## src/rtl/pipe_issue_ctrl.sv

```systemverilog
// Issue controller for the 4-stage register/ALU/memory pipeline.
// It arbitrates two requesters round-robin and holds back any request
// that reads a register still in flight. It issues one instruction per cycle.
module pipe_issue_ctrl #(
  parameter int unsigned LAT  = 3,
  parameter int unsigned CNTW = 16
) (
  input  logic            clk1,
  input  logic            rst,
  input  logic            req0_valid,
  input  logic [23:0]     req0_instr,
  output logic            req0_ready,
  input  logic            req1_valid,
  input  logic [23:0]     req1_instr,
  output logic            req1_ready,
  output logic            iss_valid,
  output logic [3:0]      iss_rs1,
  output logic [3:0]      iss_rs2,
  output logic [3:0]      iss_rd,
  output logic [3:0]      iss_func,
  output logic [7:0]      iss_addr,
  output logic            busy,
  output logic [CNTW-1:0] stall_cnt
);

  typedef enum logic {REQ0 = 1'b0, REQ1 = 1'b1} req_sel_t;

  req_sel_t    rr;
  logic        slot_v  [LAT];
  logic [3:0]  slot_rd [LAT];
  logic        haz0, haz1, ok0, ok1;
  logic        grant0, grant1, accept;
  logic [23:0] acc_instr;

  // The last slot is excluded from the hazard check: it retires on this edge,
  // and its write lands before the dependent instruction reads.
  always_comb begin
    haz0 = 1'b0;
    haz1 = 1'b0;
    for (int unsigned i = 0; i + 1 < LAT; i++) begin
      if (slot_v[i]) begin
        if (slot_rd[i] == req0_instr[23:20] || slot_rd[i] == req0_instr[19:16]) haz0 = 1'b1;
        if (slot_rd[i] == req1_instr[23:20] || slot_rd[i] == req1_instr[19:16]) haz1 = 1'b1;
      end
    end
  end

  // Round-robin choice: the preferred requester first, then a fallback to
  // the other one. Both grants are forced low while reset is held.
  always_comb begin
    ok0    = req0_valid & ~haz0;
    ok1    = req1_valid & ~haz1;
    grant0 = 1'b0;
    grant1 = 1'b0;
    if (!rst) begin
      if (rr == REQ0) begin
        if (ok0)      grant0 = 1'b1;
        else if (ok1) grant1 = 1'b1;
      end else begin
        if (ok1)      grant1 = 1'b1;
        else if (ok0) grant0 = 1'b1;
      end
    end
    accept    = grant0 | grant1;
    acc_instr = grant1 ? req1_instr : req0_instr;
  end

  assign req0_ready = grant0;
  assign req1_ready = grant1;

  // The scoreboard is a shift register of in-flight destinations.
  always_ff @(posedge clk1 or posedge rst) begin
    if (rst) begin
      for (int unsigned i = 0; i < LAT; i++) begin
        slot_v[i]  <= 1'b0;
        slot_rd[i] <= '0;
      end
    end else begin
      slot_v[0]  <= accept;
      slot_rd[0] <= acc_instr[15:12];
      for (int unsigned i = 1; i < LAT; i++) begin
        slot_v[i]  <= slot_v[i-1];
        slot_rd[i] <= slot_rd[i-1];
      end
    end
  end

  // busy is high while any slot is valid.
  always_comb begin
    busy = 1'b0;
    for (int unsigned i = 0; i < LAT; i++) busy = busy | slot_v[i];
  end

  // Issue register, round-robin pointer and the saturating stall counter.
  always_ff @(posedge clk1 or posedge rst) begin
    if (rst) begin
      iss_valid <= 1'b0;
      iss_rs1   <= '0;
      iss_rs2   <= '0;
      iss_rd    <= '0;
      iss_func  <= '0;
      iss_addr  <= '0;
      rr        <= REQ0;
      stall_cnt <= '0;
    end else begin
      iss_valid <= accept;
      if (accept) begin
        iss_rs1  <= acc_instr[23:20];
        iss_rs2  <= acc_instr[19:16];
        iss_rd   <= acc_instr[15:12];
        iss_func <= acc_instr[11:8];
        iss_addr <= acc_instr[7:0];
        rr       <= grant0 ? REQ1 : REQ0;
      end
      if ((req0_valid | req1_valid) && !accept && stall_cnt != '1)
        stall_cnt <= stall_cnt + 1'b1;
    end
  end

endmodule
```

## config.mk

```make
export PLATFORM = sky130hd
export DESIGN_NAME = pipe_issue_ctrl
export DESIGN_NICKNAME = d
export VERILOG_FILES = /design/src/rtl/pipe_issue_ctrl.sv
export SDC_FILE = /design/constraint.sdc
export NUM_CORES = 1
export LEC_CHECK = 0
export CAP_MARGIN = 15
export CORE_MARGIN = 1
export CORE_UTILIZATION = 50
export CTS_BUF_LIST = sky130_fd_sc_hd__clkbuf_4
export CTS_CLUSTER_DIAMETER = 50
export DETAILED_ROUTE_END_ITERATION = 8
export PLACE_DENSITY = 0.87
export SLEW_MARGIN = 0
export SYNTH_ARGS = -nofsm -noshare
export SYNTH_HDL_FRONTEND = slang
export SYNTH_SLANG_ARGS = --single-unit
```

## constraint.sdc

```tcl
create_clock -name clk1 -period 9.8 [get_ports clk1]
set_input_delay 1.96 -clock clk1 [delete_from_list [all_inputs] [get_ports clk1]]
set_output_delay 1.96 -clock clk1 [all_outputs]
set_load 0.02 [all_outputs]
```

# Word level (Yosys, flattened, before mapping)
# Index checks and enable logic that the tools add are counted.
dict set report totals {
  input_bits 52
  output_inout_bits 44
  ff_bits 52
}
dict set report op_classes {
  addsub 1
  muxes 18
  eq_ne 9
  reduce_logical 7
  n_bitwise 8
}
# op n
set ops {}
lappend ops {{equality test 4 bit} 8}
lappend ops {{two-way mux 24 bit} 1}
lappend ops {{two-way mux 1 bit} 17}
lappend ops {{adder 16 x 1 -> 16 bit, second input constant} 1}
lappend ops {{inequality test 16 bit, second input constant} 1}
lappend ops {{logical OR 1 bit} 4}
lappend ops {{bitwise OR 1 bit} 4}
lappend ops {{bitwise AND 1 bit} 2}
lappend ops {{logical AND 1 bit} 2}
lappend ops {{NOT 1 bit} 2}
lappend ops {{zero test 1 bit} 1}

# Logic depth before layout (Yosys ltp)
# Gate-level depths: netlist of run 1.
dict set report logic_depth {
  word_depth 16
  mapped_depth 9
}

# Least setup slack after synthesis of run 1
# No wires, ideal clock.
dict set report synth_path {
  path_type {input-to-output}
  start {in rst}
  end {out req1_ready}
  path_slack_ns 3.820
  path_stages 6
  path_buffers 2
  t_arrival_ns 4.020
  path_cell_list {inv_1 > and4_4 > o31ai_2 > buf_6 > buf_8 > inv_1}
}
dict set report synth_via {
  elab_chain_len 1
}
# element line
set synth_rtl {}
lappend synth_rtl {{start, declared} 9} ;# input logic rst,
lappend synth_rtl {{two-way mux 1 bit} 55} ;# if (!rst) begin
lappend synth_rtl {{end, declared} 15} ;# output logic req1_ready,
# No other way between the ends.

# Worst setup path in the final report of run 1
dict set report layout_path {
  start {in rst}
  end {out req0_ready}
}
dict set report layout_via {
  elab_chain_len 1
}
# element line
set layout_rtl {}
lappend layout_rtl {{two-way mux 1 bit} 55}
lappend layout_rtl {{end, declared} 12} ;# output logic req0_ready,
# No other way between the ends.

==> qor.yml, run 1 <==
cp_top_family: "buffers and inverters"
async_flop_share_pct: 100
slowest_stage: "clkdlybuf4s50_1"
status: "completed"
hold_end: "slot_v[0]"
drv_cap: 0
grt_overflow_total: 0
hold_ws_ns: 0.449
clk_latency_ns: 0.36
critPathMostFrequentCell: "clkdlybuf4s50_1"
placementRows: 26
cp_cell_sequence: "clkdlybuf4s50_1 -> inv_2 -> buf_12 -> and4_4 -> nand2_1 -> nand2_2 -> inv_1 -> clkdlybuf4s50_1"
critPathMaxStageDelay_ns: 0.55
nNetsFinal: 379
die_area_um2: 5780
area_delta_synth_final_pct: 37.9
finalCritPeriodShare_pct: 66.3
syn_avg_cell_area_um2: 11.9
fin_ws_ns: 3.30
ir_worst_vdd_mv: 0.0986
ys_top_cells_by_area: "dfrtp_1 47%, xnor2_1 9.6%, o221a_1 7.8%"
placed_area_um2: 3700
ys_ff_latch: 52
antenna_found_initial: 0
numCtsBuffers: 5
grt_pass1_vias: 2233
drc: 0
synth_edf_count: 0
rr_endpoint: "iss_rs2[3]"
synth_ff_type: "dfrtp_1"
yosysMostFrequentCell: "dfrtp_1"
fp.dieW_um: 76.0
holdBufCountCts: 0
die_y_um: 76.0
yosysSeqAreaShare_pct: 47.5
dr.first_iter.drc_count: 190
relSlewSlack_pct: 65.6
fin_crit_ns: 6.50
synth_area_leader_cell: "dfrtp_1"
diodes: 0
synthTopCellsByCount: "52 x dfrtp_1, 30 x xnor2_1, 20 x or2_2"
drive_gt1_share_pct: 15.6
drv_slew: 0
tightest_slew_ns: 0.515
post-cts-setup-buffers: 0
gp_routability_congestion: 0.836
vias: 2156
synth_area_um2: 2740
reg2reg_from: "slot_rd[10]"
nFillCells: 376
hold_class: "flop to flop"
port_buffers: 95
finish.utilization_pct: 72.6
synth_warnings: 0
required_ns: 7.84
htree_levels: 2
r2r_slack_ns: 7.44
cp.arrival_ns: 4.54
clk_pin_slew_worst_paths_ns: 0.13
final_area_um2: 3780
worstSetupPathType: "input port to primary output"
boundaryPins: 96
reg2reg_depth: 7
ant_nets: 0
cp_num_buf_inv: 5
cts_resized: 0
grt_use_total_pct: 23.9
grt_max_degree: 54
power_density_nw_per_um2: 172
whs_path_depth: 0
wl_per_cell_um: 16.2
clockRootBuffer: "clkbuf_4"
core_area_um2: 5200
drt-pass1-iter-count: 5
synthCells: 231
path_max_fanout: 30
cts_num_sinks: 52
hp-start: "slot_v[1]"
cp-start-kind: "input port"
cp-end-kind: "primary output"
start_util_pct: 52.7
cts_tree: "done"
clock_skew_ns: 0.0138
cts_buffer_depth: 2
hold_viol_final: 0
yosysUniqueCellTypes: 37
synth_nets: 284
grt_pass1_wl_um: 10900
totalWireLength_um: 6430
synth_top_area_share_pct: 47.5
hpwl_um: 4820
setup_violations: 0
max_freq_mhz: 154
critical_path_depth: 8
via_per_inst: 5.43
rsz0062_at_grt: "false"
cellLeakagePower_nw: 1.45
fin_setup_tns_ns: 0
pre_cts_slack_ns: 2.98
-- routing by layer --
layer	part of all wire [%]	vias to the layer above	track usage (%)	routed length, µm
met1	42	1024	29.4	2730
met5	0	-	0	0
met3	6.5	10	5.87	416
met2	49	101	40.7	3170
li1	-	1021	-	-
met4	1.8	0	9.23	116
-- layout make-up --
type	count	area, µm²	area share, %
Clock inverter	2	11.3	0.298
Timing Repair Buffer	97	978	25.9
Sequential cell	52	1300	34.4
Tap cell	70	87.6	2.32
Clock buffer	6	45.0	1.19
Inverter	4	17.5	0.463
Multi-Input combinational cell	166	1340	35.4
-- flip-flops by register name (all words and copies together) (netlist names), 2 cells and up --
register / flops
iss_addr: 8
iss_rd: 4
slot_v: 2
iss_rs1: 4
iss_func: 4
iss_rs2: 4
slot_rd: 8
stall_cnt: 16
-- per-stage QoR --
stage	total power [mW]	cells
after floorplan	0.438	231
after global placement	0.551	388
after detailed placement	0.558	388
after CTS	0.651	396
after global routing	0.686	397
final	0.650	397
-- how the worst max path moves through the flow --
| stage | from | to | slack (ns) |
|---|---|---|---|
| floorplan | rst | req1_ready | 3.82 |
| global placement | rst | req0_ready | 3.00 |
| detailed placement | rst | req0_ready | 2.98 |
| CTS | rst | req0_ready | 2.95 |
| global route | rst | req0_ready | 3.06 |
| finish | rst | req0_ready | 3.30 |
-- cells in the final DEF (no fill, tap or decap), types with 3 or more instances in the layout --
master and instances:
nor4_1 4, nand4_1 11, or2_2 20, clkdlybuf4s50_1 95, dfrtp_1 52, xnor2_1 30
clkbuf_4 6, nand2_1 9, and3_1 5, mux2_4 4, nor2_1 7, nand3_1 9
xor2_1 16, or2_1 5, nor3_1 3, o221a_2 5, o221a_1 19
-- report_power, final --
part | internal (mW) | total (mW) | switching [mW]
clock network | 0.0302 | 0.0948 | 0.0646
logic | 0.139 | 0.260 | 0.121
registers | 0.256 | 0.295 | 0.0394
total | 0.425 | 0.650 | 0.225
-- logic make-up after synthesis --
| kind of cell | Yosys count | synth area share, % |
|---|---|---|
| multiplexers | 6 | 3.01 |
| XOR/XNOR | 46 | 14.7 |
| adder cells (fa/ha/maj) | 1 | 0.456 |
| flip-flops | 52 | 47.5 |
| AND/OR/NAND/NOR | 83 | 18.6 |
| buffers and inverters | 13 | 3.97 |
| AO/OA/AOI/OAI | 30 | 11.8 |
Power figures use the tool's default switching activity.
==> run 2: changes to the inputs <==
--- a/config.mk
+++ b/config.mk
@@ -7,11 +7,11 @@
 export LEC_CHECK = 0
 export CAP_MARGIN = 15
 export CORE_MARGIN = 1
-export CORE_UTILIZATION = 50
+export CORE_UTILIZATION = 47
 export CTS_BUF_LIST = sky130_fd_sc_hd__clkbuf_4
 export CTS_CLUSTER_DIAMETER = 50
 export DETAILED_ROUTE_END_ITERATION = 8
-export PLACE_DENSITY = 0.87
+export PLACE_DENSITY = 0.83
 export SLEW_MARGIN = 0
 export SYNTH_ARGS = -nofsm -noshare
 export SYNTH_HDL_FRONTEND = slang
==> constraint.sdc (replaced) <==
create_clock -name clk1 -period 6.65 [get_ports clk1]
set_input_delay 1.33 -clock clk1 [delete_from_list [all_inputs] [get_ports clk1]]
set_output_delay 1.33 -clock clk1 [all_outputs]
set_load 0.02 [all_outputs]
==> qor.yml, run 2 (synthesized netlist as in run 1, its figures left out) <==
totalWireLength_um: 6290
grt_use_met3_pct: 5.93
drive_gt1_share_pct: 15.9
cp_cell_sequence: "clkdlybuf4s50_1 -> xnor2_1 -> nand4_2 -> a21boi_2 -> nor4b_4 -> nand2_2 -> inv_1 -> clkdlybuf4s50_1"
ant_nets: 0
cp-end-kind: "primary output"
holdBufCountCts: 0
required_ns: 5.32
drt-pass1-iter-count: 4
cts_tree: "done"
cp_num_buf_inv: 3
dp.cells: 391
vias: 2151
p_sw_mw: 0.329
cp.arrival_ns: 3.79
hp-start: "slot_v[1]"
max_freq_mhz: 195
fp.dieW_um: 78.4
status: "completed"
placementRows: 27
seq_power_share_pct: 45.2
relSlewSlack_pct: 57.6
p_total_mw: 0.961
die_area_um2: 6140
dr.first_iter.drc_count: 99
antenna_found_initial: 0
hold_ws_ns: 0.471
clk_latency_ns: 0.36
fin_crit_ns: 5.12
stdcell_count: 399
rr_endpoint: "iss_rs1[3]"
pre_cts_slack_ns: 1.52
cts_resized: 0
slowest_stage: "clkdlybuf4s50_1"
hold_class: "flop to flop"
via_per_inst: 5.39
post-cts-setup-buffers: 0
critPathMostFrequentCell: "clkdlybuf4s50_1"
die_y_um: 78.4
htree_levels: 2
cp_top_family: "buffers and inverters"
finalCritPeriodShare_pct: 77.0
regMostFlops: "stall_cnt"
setup_violations: 0
ir_worst_vdd_mv: 0.131
r2r_slack_ns: 4.33
fin_setup_tns_ns: 0
multi_input_area_um2: 1340
port_buffers: 95
grt_max_degree: 53
whs_path_depth: 0
top_regs: "stall_cnt x16, iss_addr x8, slot_rd x8"
hold_viol_final: 0
fin_ws_ns: 1.53
drc: 0
largest_reg_flops: 16
gr-usage-met2_pct: 37.6
clk_pin_slew_worst_paths_ns: 0.15
comb_power_share_pct: 39.5
clockRootBuffer: "clkbuf_4"
nFillCells: 409
power_density_nw_per_um2: 255
core_area_um2: 5570
drv_cap: 0
path_max_fanout: 25
boundaryPins: 96
start_util_pct: 49.2
cellLeakagePower_nw: 1.46
tightest_slew_ns: 0.636
grtUsageMet1_pct: 28.3
power_frac_clock_pct: 15.3
cts_buffer_depth: 2
nNetsFinal: 379
hpwl_um: 4680
gp_routability_congestion: 0.819
mostFrequentLayoutCells: "95 x clkdlybuf4s50_1, 52 x dfrtp_1, 30 x xnor2_1"
layout.cells.most_common: "clkdlybuf4s50_1"
hold_end: "slot_v[0]"
worstSetupPathType: "input port to primary output"
seqCellArea_um2: 1300
cp-start-kind: "input port"
clock_skew_ns: 0.00823
rsz0062_at_grt: "false"
reg2reg_from: "slot_rd[9]"
busiest_layer: "met2"
area_delta_synth_final_pct: 37.7
grt_overflow_total: 0
p_int_mw: 0.632
critPathMaxStageDelay_ns: 0.62
reg2reg_depth: 7
wl_per_cell_um: 15.8
numCtsBuffers: 5
drv_slew: 0
grt_use_total_pct: 22.7
cts_num_sinks: 52
diodes: 0
grt_pass1_wl_um: 10800
grt_pass1_vias: 2314
switching_share_pct: 34.3
[run 2: changes by cell type in the layout (fill, tap and decap cells not counted), sizes merged]
cell	before	now
clkinvlp	1	0
clkbuf	6	7
[run 2: layer usage]
| metal | vias up | wire (µm) |
|---|---|---|
| met5 | - | 0 |
| met4 | 0 | 107 |
| met3 | 10 | 375 |
| met2 | 75 | 3140 |
| met1 | 1043 | 2660 |
| li1 | 1023 | - |
[run 2: layout make-up]
class | instances | share of cell area (%)
Multi-Input combinational cell | 166 | 35.5
Sequential cell | 52 | 34.5
Timing Repair Buffer | 97 | 25.6
Tap cell | 72 | 2.39
Clock buffer | 7 | 1.39
Inverter | 4 | 0.464
Clock inverter | 1 | 0.232
[run 2: power by group through the flow]
stage          logic [mW]  registers, mW  clock network (mW)
2_1_floorplan       0.150          0.495                   0
3_3_place_gp        0.375          0.439                   0
3_5_place_dp        0.383          0.441                   0
4_1_cts             0.384          0.436               0.155
5_1_grt             0.407          0.445               0.169
6_report            0.380          0.435               0.147
[run 2: worst max-delay path by stage]
stage	from	end	slack (ns)	depth (start not counted)
after floorplan	rst	req1_ready	1.93	6
after global placement	req1_instr[21]	req0_ready	1.57	9
after detailed placement	req0_instr[21]	req0_ready	1.52	8
after CTS	req0_instr[21]	req0_ready	1.52	8
after global routing	req1_instr[18]	req0_ready	1.33	9
final	req0_instr[21]	req0_ready	1.53	8
[run 2: worst reg2reg max path: stages, from the launching register on]
cell and delay (ns):
dfrtp_1 0.52, xor2_1 0.21, nor4_1 0.31, o21ai_1 0.09, and4_4 0.22, nor2_4 0.33
inv_4 0.20, o221a_2 0.33
[run 2: metrics by stage]
| step | utilization [%] | area, µm² |
|---|---|---|
| 6_report | 67.7 | 3780 |
| 5_1_grt | 67.7 | 3780 |
| 4_1_cts | 67.7 | 3780 |
| 3_5_place_dp | 66.6 | 3710 |
| 3_3_place_gp | 66.6 | 3710 |
| 2_1_floorplan | - | 2740 |
==> run 3: changes to the inputs <==
--- a/config.mk
+++ b/config.mk
@@ -7,11 +7,11 @@
 export LEC_CHECK = 0
 export CAP_MARGIN = 15
 export CORE_MARGIN = 1
-export CORE_UTILIZATION = 47
+export CORE_UTILIZATION = 42
 export CTS_BUF_LIST = sky130_fd_sc_hd__clkbuf_4
 export CTS_CLUSTER_DIAMETER = 50
 export DETAILED_ROUTE_END_ITERATION = 8
-export PLACE_DENSITY = 0.83
+export PLACE_DENSITY = 0.78
 export SLEW_MARGIN = 0
 export SYNTH_ARGS = -nofsm -noshare
 export SYNTH_HDL_FRONTEND = slang
==> constraint.sdc (replaced) <==
create_clock -name clk1 -period 4.35 [get_ports clk1]
set_input_delay 0.87 -clock clk1 [delete_from_list [all_inputs] [get_ports clk1]]
set_output_delay 0.87 -clock clk1 [all_outputs]
set_load 0.02 [all_outputs]
==> qor.yml, run 3 (synthesized netlist as in run 1, its figures left out) <==
drt-pass1-iter-count: 4
holdBufCountCts: 0
hold_end: "slot_v[0]"
critPathMaxStageDelay_ns: 0.61
port_buffers: 95
nNetsFinal: 380
diodes: 0
die_y_um: 82.8
cp-end-kind: "primary output"
regMostFlops: "stall_cnt"
drv_slew: 0
reg2reg_depth: 7
grt_overflow_total: 0
critPathMostFrequentCell: "clkdlybuf4s50_1"
die_area_um2: 6850
grt_pass1_vias: 2149
largest_reg_flops: 16
via_per_inst: 5.27
stdcell_count: 405
wl_per_cell_um: 15.9
multi_input_area_um2: 1340
ant_nets: 0
clk_pin_slew_worst_paths_ns: 0.14
p_total_mw: 1.52
status: "completed"
boundaryPins: 96
hold_ws_ns: 0.469
required_ns: 3.48
post-cts-setup-buffers: 0
vias: 2134
setup_violations: 0
reg2reg_from: "slot_rd[10]"
cts_buffer_depth: 2
layout.cells.most_common: "clkdlybuf4s50_1"
top_regs: "stall_cnt x16, iss_addr x8, slot_rd x8"
clockRootBuffer: "clkbuf_4"
cp-start-kind: "input port"
hp-start: "slot_v[1]"
finalCritPeriodShare_pct: 90.3
tightest_slew_ns: 0.639
totalWireLength_um: 6430
fin_ws_ns: 0.420
dp.cells: 397
ir_worst_vdd_mv: 0.212
path_max_fanout: 3
numCtsBuffers: 5
grt_use_total_pct: 20.7
clock_skew_ns: 0.0114
cts_tree: "done"
hpwl_um: 4760
relSlewSlack_pct: 57.4
antenna_found_initial: 0
core_area_um2: 6310
placementRows: 29
dr.first_iter.drc_count: 141
clk_latency_ns: 0.37
whs_path_depth: 0
cts_num_sinks: 52
rsz0062_at_grt: "false"
cp_num_buf_inv: 3
cp_top_family: "buffers and inverters"
cp.arrival_ns: 3.06
hold_viol_final: 0
drive_gt1_share_pct: 16.2
gp_routability_congestion: 0.848
pre_cts_slack_ns: 0.438
cp_cell_sequence: "clkdlybuf4s50_1 -> xor2_1 -> nor4_1 -> o21ai_0 -> and4_4 -> nand2_1 -> nand2_2 -> inv_1 -> clkdlybuf4s50_1"
htree_levels: 2
hold_class: "flop to flop"
fin_setup_tns_ns: 0
r2r_slack_ns: 2.04
rr_endpoint: "iss_addr[7]"
slowest_stage: "clkdlybuf4s50_1"
area_delta_synth_final_pct: 38.9
fin_crit_ns: 3.93
max_freq_mhz: 254
drc: 0
nFillCells: 540
seqCellArea_um2: 1300
power_density_nw_per_um2: 399
worstSetupPathType: "input port to primary output"
start_util_pct: 43.4
cellLeakagePower_nw: 1.47
mostFrequentLayoutCells: "95 x clkdlybuf4s50_1, 52 x dfrtp_1, 30 x xnor2_1"
fp.dieW_um: 82.8
drv_cap: 0
grt_max_degree: 53
grt_pass1_wl_um: 10500
cts_resized: 0
-- run 3: cell count changes in the layout (fill, tap and decap cells not counted) --
cell | previous run | this run
clkinv_4 | 1 | 0
buf_4 | 2 | 3
clkinv_2 | 0 | 1
clkbuf_4 | 7 | 6
bufinv_16 | 0 | 1
-- run 3: report_power, final --
group / internal [mW] / total, mW / switching [mW]
Sequential: 0.576 / 0.666 / 0.0900
Combinational: 0.312 / 0.578 / 0.266
Clock: 0.127 / 0.277 / 0.150
-- run 3: worst reg2reg max path, cell delays in order, from the launching register on --
cell and delay, ns:
dfrtp_1 0.52, xor2_1 0.21, nor4_1 0.31, o21ai_1 0.11
and4_4 0.23, nor2_4 0.32, inv_4 0.20, o221a_2 0.31
-- run 3: layout make-up --
cell class / instances / area share (%)
well taps: 77 / 2.53
flip-flops and latches: 52 / 34.2
multi-input cells: 166 / 35.2
inverters: 4 / 0.460
clock inverters: 2 / 0.920
clock buffers: 6 / 1.18
repair buffers: 98 / 25.6
-- run 3: worst max-delay path by stage --
stage | from | endpoint | slack (ns) | cells past startpoint
after floorplan | rst | req1_ready | 0.55 | 6
after global placement | req1_instr[23] | req0_ready | 0.48 | 9
after detailed placement | req1_instr[18] | req0_ready | 0.44 | 9
after CTS | req1_instr[18] | req0_ready | 0.43 | 9
after global routing | req1_instr[21] | req0_ready | 0.30 | 9
final | req1_instr[23] | req0_ready | 0.42 | 9
-- run 3: routing by layer --
metal	share of wire [%]	vias up	wire, µm	global-route usage, %
met5	0	-	0	0
met1	45	1034	2890	27.0
met3	4.7	11	305	4.59
met4	2.3	0	145	7.41
met2	48	66	3090	33.7
li1	-	1023	-	-
-- run 3: stage by stage --
stage | area (µm²) | utilization [%]
floorplan | 2740 | -
global placement | 3730 | 59.1
detailed placement | 3730 | 59.1
CTS | 3810 | 60.3
global route | 3810 | 60.3
finish | 3810 | 60.3
